File: src/rtl/hamming_pkg.sv
// Shared Hamming(7,4) definitions: widths, codeword bit layout and the encoder.
// Reused by the transmitter and by the error corrector at the far end of the link.
package hamming_pkg;

  localparam int CODE_W = 7;
  localparam int DATA_W = 4;

  localparam int POS_P1 = 0;
  localparam int POS_P2 = 1;
  localparam int POS_D0 = 2;
  localparam int POS_P4 = 3;
  localparam int POS_D1 = 4;
  localparam int POS_D2 = 5;
  localparam int POS_D3 = 6;

  typedef enum logic {
    ST_IDLE  = 1'b0,
    ST_SHIFT = 1'b1
  } tx_state_e;

  // Even parity: each parity bit covers the data bits whose position index has that bit set.
  function automatic logic [CODE_W-1:0] hamming_encode(input logic [DATA_W-1:0] d);
    logic [CODE_W-1:0] c;
    c         = '0;
    c[POS_D0] = d[0];
    c[POS_D1] = d[1];
    c[POS_D2] = d[2];
    c[POS_D3] = d[3];
    c[POS_P1] = d[0] ^ d[1] ^ d[3];
    c[POS_P2] = d[0] ^ d[2] ^ d[3];
    c[POS_P4] = d[1] ^ d[2] ^ d[3];
    return c;
  endfunction

endpackage

File: src/rtl/hamming_tx_if.sv
// Nibble-in handshake plus parallel and serial codeword outputs of the Hamming transmitter.
interface hamming_tx_if;
  import hamming_pkg::*;

  logic              in_valid;
  logic              in_ready;
  logic [DATA_W-1:0] in_data;
  logic [2:0]        err_pos;
  logic [CODE_W-1:0] code_out;
  logic              code_valid;
  logic              ser_out;
  logic              ser_frame;

  modport master (
    output in_valid, in_data, err_pos,
    input  in_ready, code_out, code_valid, ser_out, ser_frame
  );

  modport slave (
    input  in_valid, in_data, err_pos,
    output in_ready, code_out, code_valid, ser_out, ser_frame
  );

endinterface

File: src/rtl/hamming_tx.sv
// Hamming(7,4) transmitter: encodes an accepted nibble, optionally flips one bit,
// and shifts the codeword out LSB first with each bit held BIT_CYCLES clocks.
module hamming_tx
  import hamming_pkg::*;
#(
  parameter int BIT_CYCLES = 1
) (
  input  logic         clk,
  input  logic         rst_n,
  hamming_tx_if.slave  tx
);

  localparam logic [7:0] CNT_LAST = 8'(BIT_CYCLES - 1);
  localparam logic [2:0] BIT_LAST = 3'd6;

  tx_state_e         state_q, state_d;
  logic [7:0]        cnt_q, cnt_d;
  logic [2:0]        bit_q, bit_d;
  logic [CODE_W-1:0] shift_q, shift_d;
  logic [CODE_W-1:0] code_q, code_d;
  logic              cv_q, cv_d;
  logic [CODE_W-1:0] inj_mask;

  // err_pos 0 means no injection, so it is screened out before the 3-bit subtract.
  always_comb begin
    inj_mask = '0;
    if (tx.err_pos != 3'd0) begin
      inj_mask = 7'd1 << (tx.err_pos - 3'd1);
    end
  end

  always_comb begin
    state_d = state_q;
    cnt_d   = cnt_q;
    bit_d   = bit_q;
    shift_d = shift_q;
    code_d  = code_q;
    cv_d    = 1'b0;
    case (state_q)
      ST_IDLE: begin
        if (tx.in_valid) begin
          code_d  = hamming_encode(tx.in_data) ^ inj_mask;
          shift_d = hamming_encode(tx.in_data) ^ inj_mask;
          cv_d    = 1'b1;
          cnt_d   = 8'd0;
          bit_d   = 3'd0;
          state_d = ST_SHIFT;
        end
      end
      ST_SHIFT: begin
        if (cnt_q == CNT_LAST) begin
          cnt_d   = 8'd0;
          shift_d = shift_q >> 1;
          if (bit_q == BIT_LAST) begin
            bit_d   = 3'd0;
            state_d = ST_IDLE;
          end else begin
            bit_d = bit_q + 3'd1;
          end
        end else begin
          cnt_d = cnt_q + 8'd1;
        end
      end
      default: state_d = ST_IDLE;
    endcase
  end

  always_ff @(posedge clk) begin
    if (!rst_n) begin
      state_q <= ST_IDLE;
      cnt_q   <= 8'd0;
      bit_q   <= 3'd0;
      shift_q <= '0;
      code_q  <= '0;
      cv_q    <= 1'b0;
    end else begin
      state_q <= state_d;
      cnt_q   <= cnt_d;
      bit_q   <= bit_d;
      shift_q <= shift_d;
      code_q  <= code_d;
      cv_q    <= cv_d;
    end
  end

  assign tx.in_ready   = (state_q == ST_IDLE);
  assign tx.ser_frame  = (state_q == ST_SHIFT);
  assign tx.ser_out    = (state_q == ST_SHIFT) & shift_q[0];
  assign tx.code_out   = code_q;
  assign tx.code_valid = cv_q;

endmodule
File: src/flat_wrapper.sv
// flat-port wrapper written by rule: the top's interface ports become plain ports
module hamming_tx_flat import hamming_pkg::*;
#(
  parameter int BIT_CYCLES = 1
)
  (clk, rst_n, tx_in_valid, tx_in_data, tx_err_pos, tx_in_ready, tx_code_out, tx_code_valid, tx_ser_out, tx_ser_frame);
  hamming_tx_if tx_i ();
  input  logic clk;
  input  logic rst_n;
  input wire logic [$bits(tx_i.in_valid)-1:0] tx_in_valid;
  input wire logic [$bits(tx_i.in_data)-1:0] tx_in_data;
  input wire logic [$bits(tx_i.err_pos)-1:0] tx_err_pos;
  output wire logic [$bits(tx_i.in_ready)-1:0] tx_in_ready;
  output wire logic [$bits(tx_i.code_out)-1:0] tx_code_out;
  output wire logic [$bits(tx_i.code_valid)-1:0] tx_code_valid;
  output wire logic [$bits(tx_i.ser_out)-1:0] tx_ser_out;
  output wire logic [$bits(tx_i.ser_frame)-1:0] tx_ser_frame;
  assign tx_i.in_valid = tx_in_valid;
  assign tx_i.in_data = tx_in_data;
  assign tx_i.err_pos = tx_err_pos;
  assign tx_in_ready = tx_i.in_ready;
  assign tx_code_out = tx_i.code_out;
  assign tx_code_valid = tx_i.code_valid;
  assign tx_ser_out = tx_i.ser_out;
  assign tx_ser_frame = tx_i.ser_frame;
  hamming_tx #(.BIT_CYCLES(BIT_CYCLES)) u_core (.clk(clk), .rst_n(rst_n), .tx(tx_i));
endmodule
File: config.mk
export PLATFORM = sky130hd
export DESIGN_NAME = hamming_tx_flat
export DESIGN_NICKNAME = d
export VERILOG_FILES = /design/src/rtl/hamming_pkg.sv /design/src/rtl/hamming_tx_if.sv /design/src/rtl/hamming_tx.sv /design/src/flat_wrapper.sv
export SDC_FILE = /design/constraint.sdc
export NUM_CORES = 1
export LEC_CHECK = 0
export CELL_PAD_IN_SITES_DETAIL_PLACEMENT = 1
export CELL_PAD_IN_SITES_GLOBAL_PLACEMENT = 1
export CORE_UTILIZATION = 30
export CTS_CLUSTER_SIZE = 16
export DETAILED_ROUTE_END_ITERATION = 10
export MAX_ROUTING_LAYER = met4
export PLACE_DENSITY = 0.66
export SLEW_MARGIN = 40
export SYNTH_ARGS = -nofsm -noshare
export SYNTH_HDL_FRONTEND = slang
export SYNTH_SLANG_ARGS = --single-unit
File: constraint.sdc
create_clock -name clk -period 1.8 [get_ports clk]
set_input_delay 0.36 -clock clk [delete_from_list [all_inputs] [get_ports clk]]
set_output_delay 0.36 -clock clk [all_outputs]
set_load 0.005 [all_outputs]
After elaboration in Yosys (flattened, before gate mapping)
Index checks and enable logic that the tools add are counted.

Memories kept: 0. Bits in registers: 27. RAM bits: 0. Bits of input ports: 10. Output and inout bits: 11. Latch bits: 0. Memory bits (read-only): 0. Word-level logic and storage cells: 43.

$add $sub $neg: 3. Multiplexer cells: 15. Div/mod/pow operators: 0. Equality and inequality tests: 3. Shift-type cells: 1. Multipliers: 0. Magnitude comparators: 0. Reduce and logical (&&, ||, !) cells: 5. Bitwise operators: 10.

Operator list (count): 7-bit 2-to-1 mux (3); 8-bit 2-to-1 mux (2); 8-bit one-hot mux with 2 select lines (1); 7-bit one-hot mux with 2 select lines (1); 3-bit 2-to-1 mux (3); 8-bit by 1-bit adder with 8-bit output (second input constant) (1); 8-bit zero test (1); 1-bit by 3-bit left shift with 7-bit output (first input constant) (1); 7-bit bitwise XOR (1); 3-bit one-hot mux with 2 select lines (1); 1-bit bitwise XOR (6); 2-bit != test (second input constant) (2); 2-bit AND reduction (2); 3-bit by 1-bit adder with 3-bit output (second input constant) (1); 3-bit == test (second input constant) (1); 1-bit 2-to-1 mux (3); 3-bit nonzero test (1); 3-bit by 1-bit subtractor with 3-bit output (second input constant) (1); 1-bit inverter (2); 1-bit one-hot mux with 2 select lines (1); 2-bit OR reduction (1); 1-bit AND (1).

Depth between registers and ports, before layout
Gate-level depths: netlist of run 1.

Depth in word-level cells: 6. Gate-level depth with buffers: 7. Depth with buffers taken out: 6.

Worst setup path after synthesis of run 1
Ideal clock, no wire load.

Path type: register to register. From: register u_core.cnt_q[0]. To: register u_core.bit_q[1]. Required time: 1.683 ns. Stages on the path, launching flop included: 7. Library setup time: 0.117 ns. Buffers on the path: 0. Slack: 0.025 ns. Clock period less this slack: 1.775 ns. Arrival time: 1.658 ns. Path through: dfxtp_1 -> inv_1 -> ha_1 -> or4b_4 -> o31ai_4 -> o21ai_1 -> a32o_1.

Longest elaborated chain between the ends: 3.

RTL lines: start: declaration (line hamming_tx.sv:17) `logic [7:0] cnt_q, cnt_d;`; start signal: assignment (line hamming_tx.sv:78) `cnt_q <= cnt_d;`; 8-bit zero test (line hamming_tx.sv:51) `if (cnt_q == CNT_LAST) begin`; 2-bit != test (no source line); 2-bit AND reduction (no source line); end signal: assignment (line hamming_tx.sv:79) `bit_q <= bit_d;`; end: declaration (line hamming_tx.sv:18) `logic [2:0] bit_q, bit_d;`.

No other way between the ends. A chain may end at the register's enable or synchronous reset.

Worst setup path in the final report of run 1
From: register u_core.cnt_q[1]. To: register u_core.bit_q[1].

Same word-level chain as after synthesis.

==> results of run 1 <==
## stage by stage
stage               TNS [ns]  hold slack (ns)  setup WS, ns
finish              -0.00333            0.480      -0.00333
global route          -0.560            0.502        -0.101
CTS                        0            0.485       0.00623
detailed placement   -0.0772            0.467       -0.0393
global placement           0            0.455       0.00277
floorplan                  0            0.444        0.0250
## registers in the layout, summed over array words and instances, names as in the netlist
name	flops
u_core.tx.code_out	7
u_core.cnt_q	8
u_core.tx.code_valid	1
u_core.bit_q	3
u_core.tx.ser_frame	1
u_core.shift_q	7
## cells by family after synthesis
family | count (synthesis) | share of synthesized area, %
AND/OR/NAND/NOR | 55 | 23.0
AO/OA/AOI/OAI | 47 | 25.1
flip-flops | 27 | 38.5
XOR/XNOR | 12 | 7.49
buffers and inverters | 12 | 4.10
adder cells (fa/ha/maj) | 2 | 1.78
## power by group through the flow
stage | combinational, mW | sequential (mW) | clock, mW
after floorplan | 0.127 | 0.659 | 0
final | 0.236 | 0.647 | 0.347
after global routing | 0.261 | 0.653 | 0.391
after detailed placement | 0.233 | 0.662 | 0
after CTS | 0.237 | 0.648 | 0.358
after global placement | 0.227 | 0.660 | 0
## path summary, 6_finish.rpt
kind / start / end / slack [ns]
setup / recovery: u_core.cnt_q[1] / u_core.bit_q[1] / -0.003
hold / removal: u_core.shift_q[2] / u_core.shift_q[2] / 0.48
setup reg to reg: u_core.cnt_q[1] / u_core.bit_q[1] / -0.003
hold reg to reg: u_core.shift_q[2] / u_core.shift_q[2] / 0.48
## cell type report
type                       instances  area (sq um)  area share, %
timing repair buffer              32           294           16.4
clock buffer                       3          41.3           2.31
inverter                           4          15.0          0.840
multi-input combinational        116           825           46.1
tap                               52          65.1           3.64
clock inverter                     1          5.00          0.280
sequential                        27           543           30.4
## layout by cell type, fill, tap and decap left out, drive strengths merged, types with 5 or more instances in the layout
cell type      count
dfxtp             27
a21oi              5
o21ai             11
a21boi             5
xnor2              9
clkdlybuf4s50     20
o211a              6
nand3              7
o211ai             7
nand2             18
buf               12
## repair_timing
action	CTS	global route
resized for setup	2	10
pin swaps	1	6
setup buffers	0	1
endpoints found under the setup margin	6	15
endpoints found under the hold margin	0	0
hold buffers	0	0
## worst register-to-register path: cells and delay by family (launching register included)
kind | cells | cell delay (ns)
AOI/OAI and AO/OA | 3 | 0.64
and+or+nand+nor | 1 | 0.52
DFF | 1 | 0.34
adders and majority gates | 1 | 0.15
buffers and inverters | 1 | 0.05
## per-layer routing
metal	share of wire, %	global-route usage, %	vias to the layer above
met5	0	-	-
met4	0.79	4.44	0
met3	2.0	1.44	2
met2	49	25.2	16
met1	48	19.1	609
li1	-	-	618
==> results.cfg, run 1 <==
[grt]
grt_max_degree = 16
antenna_found_initial = 0
grt_pass1_vias = 1281
grt_usage_pct = 15.0
grt_overflow_total = 0
grt_pass1_wl_mm = 5.93

[clocking]
clock_tree_from_tritoncts = built
ctsRootBufferMaster = sky130_fd_sc_hd__clkbuf_8
clkLatencyLatePin_ns = 0.27
htree_num_levels = 1
clk_pin_slew_ns = 0.10
cts_max_path_buffers = 2
numCtsBuffers = 3
clock-sinks = 27

[die]
design.die.area_sq_mm = 0.00496
num_io_pins = 21
rows = 24
die-height_microns = 70.4
core_area_sq_mm = 0.00441
fp.dieW_microns = 70.4
initial_utilization_pct = 31.8

[critical_path]
timing.setup.critical_path_class = flip-flop to flip-flop
cp-start-kind = flip-flop
crit_cells = 6
path_cells = inv_2, ha_2, or4b_4, o31ai_4, o21ai_1, a32o_1
crit_arrival_ns = 1.97
worst_path_dominant_cell_family = compound AO/OA/AOI/OAI gates
critPathMaxStageDelay_ns = 0.52
worstPathRequired_ns = 1.97
timing.critical_path.to_type = flip-flop
critPathSlowestCell = sky130_fd_sc_hd__or4b_4
worstPathMaxFanout = 5
path_buf_inv = 1
reg2regPathDepth = 6

[pwr]
cellLeakagePower_nw = 0.736
p_per_area_mw_per_mm2 = 688
totalPowerFinal_mw = 1.23
total_switching_power_mw = 0.322
clock_power_share_pct = 28.2
combinationalPowerShare_pct = 19.2
ir_drop_uv = 318
power.internal_mw = 0.908
power_frac_seq_pct = 52.6
p_sw_share_pct = 26.2

[synthesis]
yosys.cell_count.top_type = sky130_fd_sc_hd__dfxtp_1
ys_seq_area_share_pct = 38.5
async_flop_share_pct = 0
synth_ff_type = sky130_fd_sc_hd__dfxtp_1
synth_common_cells = sky130_fd_sc_hd__dfxtp_1 (27), sky130_fd_sc_hd__nand2_1 (18), sky130_fd_sc_hd__o21ai_0 (9), sky130_fd_sc_hd__xnor2_1 (9)
netlist_top_cells_area = sky130_fd_sc_hd__dfxtp_1 (39%), sky130_fd_sc_hd__xnor2_1 (5.6%), sky130_fd_sc_hd__nand2_1 (4.8%), sky130_fd_sc_hd__o211a_1 (4.3%), sky130_fd_sc_hd__o211ai_1 (3.7%)
post_synth_instance_area_sq_mm = 0.00140
netlist.top_cell.by_area = sky130_fd_sc_hd__dfxtp_1
post-synth-top-area-fraction_pct = 38.5
ys.warnings.count = 0
synth.distinct_cells = 41
synth_fp_nets = 167
ys_seq_elements = 27
number_of_synthesized_flops_with_an_enable_pin = 0
syn-mean-instance-area_sq_um = 9.06
number_of_instances_in_the_synthesized_netlist = 155

[sta]
worst_slack_ns = -0.00333
final.setup_skew_ns = 0.00380
worst_slew_pin_slew_ns = 0.295
finalSetupViolations = 1
layout_worst_path_cycle_share_pct = 100
slew_headroom_pct = 80.2
max_clock_freq_mhz = 555
hold_viol_final = 0
layout_min_cycle_time_ns = 1.80
grt_setup_unrepaired = yes
final-max-slew-violation-count = 0

[cells_and_area]
number_of_fill_cells = 528
layout.core_utilization_pct = 40.5
fin_nets = 196
layout-drive-gt1-share_pct = 18.0
stdcell_count = 235
stdcell_area_sq_mm = 0.00179
number_of_diodes_added_for_antenna_fixing = 0
synthToLayoutAreaGrowth_pct = 27.4

[detailed_routing]
initial_drt_markers = 74
drt.antenna.violating_nets = 0
drc = 0
wl_per_cell_microns = 14.5
drt-vias-per-instance = 5.30
routed_wirelength_mm = 3.40
firstDrtPassIters = 4
vias = 1245

[placed_design]
place_hpwl_mm = 2.62
detailed_place.area_sq_mm = 0.00171
placed_insts = 230
gp_congestion = 0.828
buffer_ports.inserted = 20

[worst_hold_path]
worstHoldPathType = flip-flop to flip-flop
whs_path_depth = 2

[run_status]
failed_checks = setup timing
outcome = finished with violations

[flow_run]
number_of_maximum_capacitance_violations = 0
Power figures use the tool's default switching activity.
==> run 2, diff against run 1 <==
--- a/config.mk
+++ b/config.mk
@@ -7,11 +7,11 @@
 export LEC_CHECK = 0
 export CELL_PAD_IN_SITES_DETAIL_PLACEMENT = 1
 export CELL_PAD_IN_SITES_GLOBAL_PLACEMENT = 1
-export CORE_UTILIZATION = 30
+export CORE_UTILIZATION = 25
 export CTS_CLUSTER_SIZE = 16
 export DETAILED_ROUTE_END_ITERATION = 10
 export MAX_ROUTING_LAYER = met4
-export PLACE_DENSITY = 0.66
+export PLACE_DENSITY = 0.55
 export SLEW_MARGIN = 40
 export SYNTH_ARGS = -nofsm -noshare
 export SYNTH_HDL_FRONTEND = slang
==> results.cfg, run 2 (synthesis results as in run 1) <==
[run_status]
outcome = finished, final reports clean

[pwr]
power.internal_mw = 0.912
combinationalPowerShare_pct = 19.4
p_sw_share_pct = 26.4
clock_power_share_pct = 28.3
p_per_area_mw_per_mm2 = 676
total_switching_power_mw = 0.327
cellLeakagePower_nw = 0.741
power_frac_seq_pct = 52.3
ir_drop_uv = 302

[critical_path]
worst_path_dominant_cell_family = simple AND/OR/NAND/NOR gates
path_buf_inv = 1
timing.critical_path.to_type = flip-flop
critPathMaxStageDelay_ns = 0.53
crit_arrival_ns = 1.90
worstPathMaxFanout = 5
cp-start-kind = flip-flop
reg2regPathDepth = 6
path_cells = inv_1, ha_1, or4b_4, o21a_4, and2_1, o211a_1
critPathSlowestCell = sky130_fd_sc_hd__or4b_4
r2r_startpoint = u_core.cnt_q[0]
worstPathRequired_ns = 1.98
timing.setup.critical_path_class = flip-flop to flip-flop
reg2reg_slack_ns = 0.08
reg2reg_to = u_core.cnt_q[3]

[clocking]
clkLatencyLatePin_ns = 0.27
clk_pin_slew_ns = 0.10
htree_num_levels = 1
clock_tree_from_tritoncts = built
ctsRootBufferMaster = sky130_fd_sc_hd__clkbuf_8
clock-sinks = 27
cts_max_path_buffers = 2
numCtsBuffers = 3

[cells_and_area]
regMostFlops = u_core.cnt_q
multi_input_area_sq_um = 831
stdcell_area_sq_mm = 0.00183
number_of_diodes_added_for_antenna_fixing = 0
number_of_fill_cells = 640
synthToLayoutAreaGrowth_pct = 30.6
layout-drive-gt1-share_pct = 16.9
largest_reg_flops = 8
fin_nets = 196
area.sequential_sq_um = 543
mostFrequentLayoutCell = sky130_fd_sc_hd__dfxtp_1
top_library_cells_by_usage_in_the_layout_fill_and_taps_aside = sky130_fd_sc_hd__dfxtp_1 (25), sky130_fd_sc_hd__clkdlybuf4s50_1 (20), sky130_fd_sc_hd__nand2_1 (17)
stdcell_count = 253

[detailed_routing]
initial_drt_markers = 21
drc = 0
drt.antenna.violating_nets = 0
firstDrtPassIters = 4
routed_wirelength_mm = 3.56
drt-vias-per-instance = 4.83
vias = 1222
wl_per_cell_microns = 14.1

[grt]
antenna_found_initial = 0
globalRouteMet3Util_pct = 1.90
grt_pass1_wl_mm = 6.09
grt_max_degree = 30
top_usage_layer = met2
grt_overflow_total = 0
grt_usage_pct = 13.1
grt_pass1_vias = 1331
use_met1_pct = 15.3
met2_usage_pct = 22.9

[die]
rows = 26
design.die.area_sq_mm = 0.00592
core_area_sq_mm = 0.00527
fp.dieW_microns = 76.9
initial_utilization_pct = 26.6
num_io_pins = 21
die-height_microns = 76.9

[placed_design]
gp_congestion = 0.758
detailed_place.area_sq_mm = 0.00175
buffer_ports.inserted = 20
placed_insts = 249
detailedPlace.worstSlack_ns = 0.00226
place_hpwl_mm = 2.67

[sta]
grt_setup_unrepaired = yes
layout_min_cycle_time_ns = 1.72
layout_worst_path_cycle_share_pct = 95.7
max_clock_freq_mhz = 581
worst_slew_pin_slew_ns = 0.297
final.setup_skew_ns = 0.00165
slew_headroom_pct = 80.0
final-max-slew-violation-count = 0
worst_slack_ns = 0.0780
finalSetupViolations = 0
totalNegativeSetupSlack_ns = 0
hold_viol_final = 0

[worst_hold_path]
worstHoldPathType = flip-flop to flip-flop
worstHoldEndpoint = u_core.tx.code_out[6]
worstHoldStart = u_core.tx.code_out[6]
whs_path_depth = 2

[flow_run]
number_of_maximum_capacitance_violations = 0
-- run 2: through the flow --
stage	power, mW	hold WS, ns	util (%)
after detailed placement	0.899	0.467	33.2
final	1.24	0.470	34.8
after global routing	1.31	0.510	34.8
after floorplan	0.786	0.444	-
after global placement	0.892	0.456	33.2
after CTS	1.26	0.480	34.2
-- run 2: final cells by class --
cell class	instances	share of cell area, %
clock buffer	3	2.25
clock inverter	1	0.273
inverter	4	0.819
multi-input combinational	116	45.3
sequential	27	29.6
tap	70	4.78
timing repair buffer	32	16.9
-- run 2: how the worst max path moves through the flow --
stage                    startpoint           endpoint  slack (ns)  depth (start not counted)
global placement        tx_in_valid  u_core.shift_q[2]        0.05                          6
global route        u_core.cnt_q[0]    u_core.bit_q[2]       -0.05                          6
CTS                 u_core.cnt_q[0]  u_core.shift_q[4]      0.0002                          7
finish              u_core.cnt_q[0]    u_core.cnt_q[3]        0.08                          6
floorplan           u_core.cnt_q[0]    u_core.bit_q[1]        0.02                          6
detailed placement      tx_in_valid  u_core.shift_q[4]       0.002                          6
-- run 2: worst reg2reg max path: cells and delay by family, from the launching register on --
family	cells	cell delay (ns)
compound gates	2	0.46
fa+ha+maj	1	0.13
buf+inv	1	0.05
flops	1	0.33
simple gates	2	0.66
-- run 2: power by group through the flow --
stage               logic (mW)  clock network (mW)  registers [mW]
CTS                      0.239               0.372           0.649
global placement         0.231                   0           0.661
floorplan                0.127                   0           0.659
finish                   0.240               0.350           0.649
detailed placement       0.237                   0           0.662
global route             0.262               0.393           0.654
-- run 2: repair_timing --
action                     in CTS  in global routing
setup endpoints to repair       1                 18
cloned                          0                  0
resized for setup               1                 11
buffers inserted                0                  0
hold endpoints to repair        0                  0
hold buffers                    0                  0
pin swaps                       0                  5
-- run 2: metal layers --
layer,routed length (microns),part of all wire [%]
met1,1680,47
met2,1770,50
met3,82,2.3
met4,27,0.76
met5,0,0
==> run 3, diff against run 2 <==
--- a/config.mk
+++ b/config.mk
@@ -7,11 +7,11 @@
 export LEC_CHECK = 0
 export CELL_PAD_IN_SITES_DETAIL_PLACEMENT = 1
 export CELL_PAD_IN_SITES_GLOBAL_PLACEMENT = 1
-export CORE_UTILIZATION = 25
+export CORE_UTILIZATION = 30
 export CTS_CLUSTER_SIZE = 16
 export DETAILED_ROUTE_END_ITERATION = 10
 export MAX_ROUTING_LAYER = met4
-export PLACE_DENSITY = 0.55
+export PLACE_DENSITY = 0.64
 export SLEW_MARGIN = 40
 export SYNTH_ARGS = -nofsm -noshare
 export SYNTH_HDL_FRONTEND = slang
==> constraint.sdc (replaced) <==
create_clock -name clk -period 1.5 [get_ports clk]
set_input_delay 0.3 -clock clk [delete_from_list [all_inputs] [get_ports clk]]
set_output_delay 0.3 -clock clk [all_outputs]
set_load 0.005 [all_outputs]
==> results.cfg, run 3 (synthesis results as in run 1) <==
[run_status]
outcome = finished with violations
failed_checks = setup timing

[grt]
grt_usage_pct = 16.3
grt_max_degree = 16
antenna_found_initial = 0
grt_overflow_total = 0
grt_pass1_wl_mm = 6.31
grt_pass1_vias = 1423

[die]
fp.dieW_microns = 70.4
rows = 24
design.die.area_sq_mm = 0.00496
initial_utilization_pct = 31.8
core_area_sq_mm = 0.00441
num_io_pins = 21
die-height_microns = 70.4

[sta]
layout_min_cycle_time_ns = 1.72
final.setup_skew_ns = 0.00538
worst_slew_pin_slew_ns = 0.288
grt_setup_unrepaired = yes
slew_headroom_pct = 80.6
finalSetupViolations = 19
worst_slack_ns = -0.223
layout_worst_path_cycle_share_pct = 115
final-max-slew-violation-count = 0
max_clock_freq_mhz = 580
hold_viol_final = 0

[clocking]
clkLatencyLatePin_ns = 0.28
holdBufCountCts = 0
clock-sinks = 27
clock_tree_from_tritoncts = built
clk_pin_slew_ns = 0.10
numCtsBuffers = 3
htree_num_levels = 1
cts_max_path_buffers = 2
ctsRootBufferMaster = sky130_fd_sc_hd__clkbuf_8

[detailed_routing]
wl_per_cell_microns = 14.7
drc = 0
routed_wirelength_mm = 3.69
drt-vias-per-instance = 5.27
drt.antenna.violating_nets = 0
firstDrtPassIters = 2
initial_drt_markers = 40
vias = 1323

[cells_and_area]
number_of_fill_cells = 496
top_library_cells_by_usage_in_the_layout_fill_and_taps_aside = sky130_fd_sc_hd__buf_4 (24), sky130_fd_sc_hd__dfxtp_1 (24), sky130_fd_sc_hd__clkdlybuf4s50_1 (17)
synthToLayoutAreaGrowth_pct = 43.8
regMostFlops = u_core.cnt_q
area.sequential_sq_um = 547
largest_reg_flops = 8
fin_nets = 212
number_of_diodes_added_for_antenna_fixing = 0
layout-drive-gt1-share_pct = 34.7
layout.core_utilization_pct = 45.7
multi_input_area_sq_um = 922

[pwr]
p_per_area_mw_per_mm2 = 762
cellLeakagePower_nw = 0.853
ir_drop_uv = 337

[placed_design]
detailedPlace.worstSlack_ns = -0.284
buffer_ports.inserted = 20
place_hpwl_mm = 2.76
gp_congestion = 0.730

[worst_hold_path]
worstHoldEndpoint = u_core.shift_q[6]
worstHoldStart = u_core.shift_q[6]
whs_path_depth = 2
worstHoldPathType = flip-flop to flip-flop

[critical_path]
worstPathRequired_ns = 1.68
crit_arrival_ns = 1.90
cp-start-kind = flip-flop
reg2reg_to = u_core.bit_q[1]
reg2reg_slack_ns = -0.22
timing.setup.critical_path_class = flip-flop to flip-flop
worstPathMaxFanout = 5
reg2regPathDepth = 6
r2r_startpoint = u_core.cnt_q[0]
timing.critical_path.to_type = flip-flop

[flow_run]
number_of_maximum_capacitance_violations = 0
-- run 3: cell count changes in the layout (fill, tap and decap cells not counted), moves of 4 or more --
cell | before | now
sky130_fd_sc_hd__a21boi_0 | 5 | 1
sky130_fd_sc_hd__buf_4 | 9 | 24
sky130_fd_sc_hd__nand3_1 | 7 | 1
sky130_fd_sc_hd__o21ai_2 | 0 | 4
sky130_fd_sc_hd__nand3_2 | 0 | 6
-- run 3: layout make-up --
| class | instances | area share [%] |
|---|---|---|
| tap | 52 | 3.22 |
| timing repair buffer | 48 | 21.0 |
| clock inverter | 1 | 0.248 |
| sequential | 27 | 27.1 |
| clock buffer | 3 | 2.05 |
| multi-input combinational | 116 | 45.7 |
| inverter | 4 | 0.744 |
-- run 3: worst max-delay path by stage --
stage	start	to	slack, ns
global placement	u_core.cnt_q[0]	u_core.cnt_q[4]	-0.23
finish	u_core.cnt_q[0]	u_core.bit_q[1]	-0.22
CTS	u_core.cnt_q[0]	u_core.bit_q[1]	-0.23
global route	u_core.cnt_q[0]	u_core.shift_q[3]	-0.30
floorplan	u_core.cnt_q[0]	u_core.bit_q[1]	-0.21
detailed placement	u_core.cnt_q[1]	u_core.cnt_q[4]	-0.28
-- run 3: what timing repair did --
item,CTS,global route
gates resized for setup,29,7
pin swaps,8,2
buffers inserted,4,1
setup endpoints to repair,22,25
-- run 3: worst max-delay path, stage by stage (launching register included) --
cell and delay, ns:
sky130_fd_sc_hd__dfxtp_2 0.34, sky130_fd_sc_hd__inv_2 0.07, sky130_fd_sc_hd__ha_4 0.12, sky130_fd_sc_hd__or4b_4 0.52, sky130_fd_sc_hd__o31ai_4 0.23, sky130_fd_sc_hd__o21ai_1 0.11, sky130_fd_sc_hd__a32o_1 0.25
-- run 3: stage by stage --
| stage | setup TNS [ns] | instance area (sq um) | hold slack (ns) | std cells | power, mW |
|---|---|---|---|---|---|
| after detailed placement | -5.48 | 1830 | 0.457 | 242 | 1.10 |
| final | -3.50 | 2020 | 0.468 | 251 | 1.54 |
| after global placement | -4.36 | 1830 | 0.447 | 242 | 1.09 |
| after floorplan | -2.59 | 1440 | 0.435 | 155 | 0.957 |
| after CTS | -3.43 | 1990 | 0.470 | 250 | 1.55 |
| after global routing | -4.61 | 2020 | 0.489 | 251 | 1.62 |
-- run 3: power breakdown --
| group | internal (mW) | total, mW | switching (mW) |
|---|---|---|---|
| Sequential | 0.755 | 0.777 | 0.0227 |
| Clock | 0.187 | 0.424 | 0.237 |
| Combinational | 0.179 | 0.337 | 0.158 |
-- run 3: per-layer routing --
metal | track usage [%] | vias to the layer above | wire [microns]
met5 | - | - | 0
li1 | - | 652 | -
met4 | 7.11 | 0 | 76
met3 | 2.45 | 6 | 93
met2 | 28.7 | 22 | 1810
met1 | 18.2 | 643 | 1710
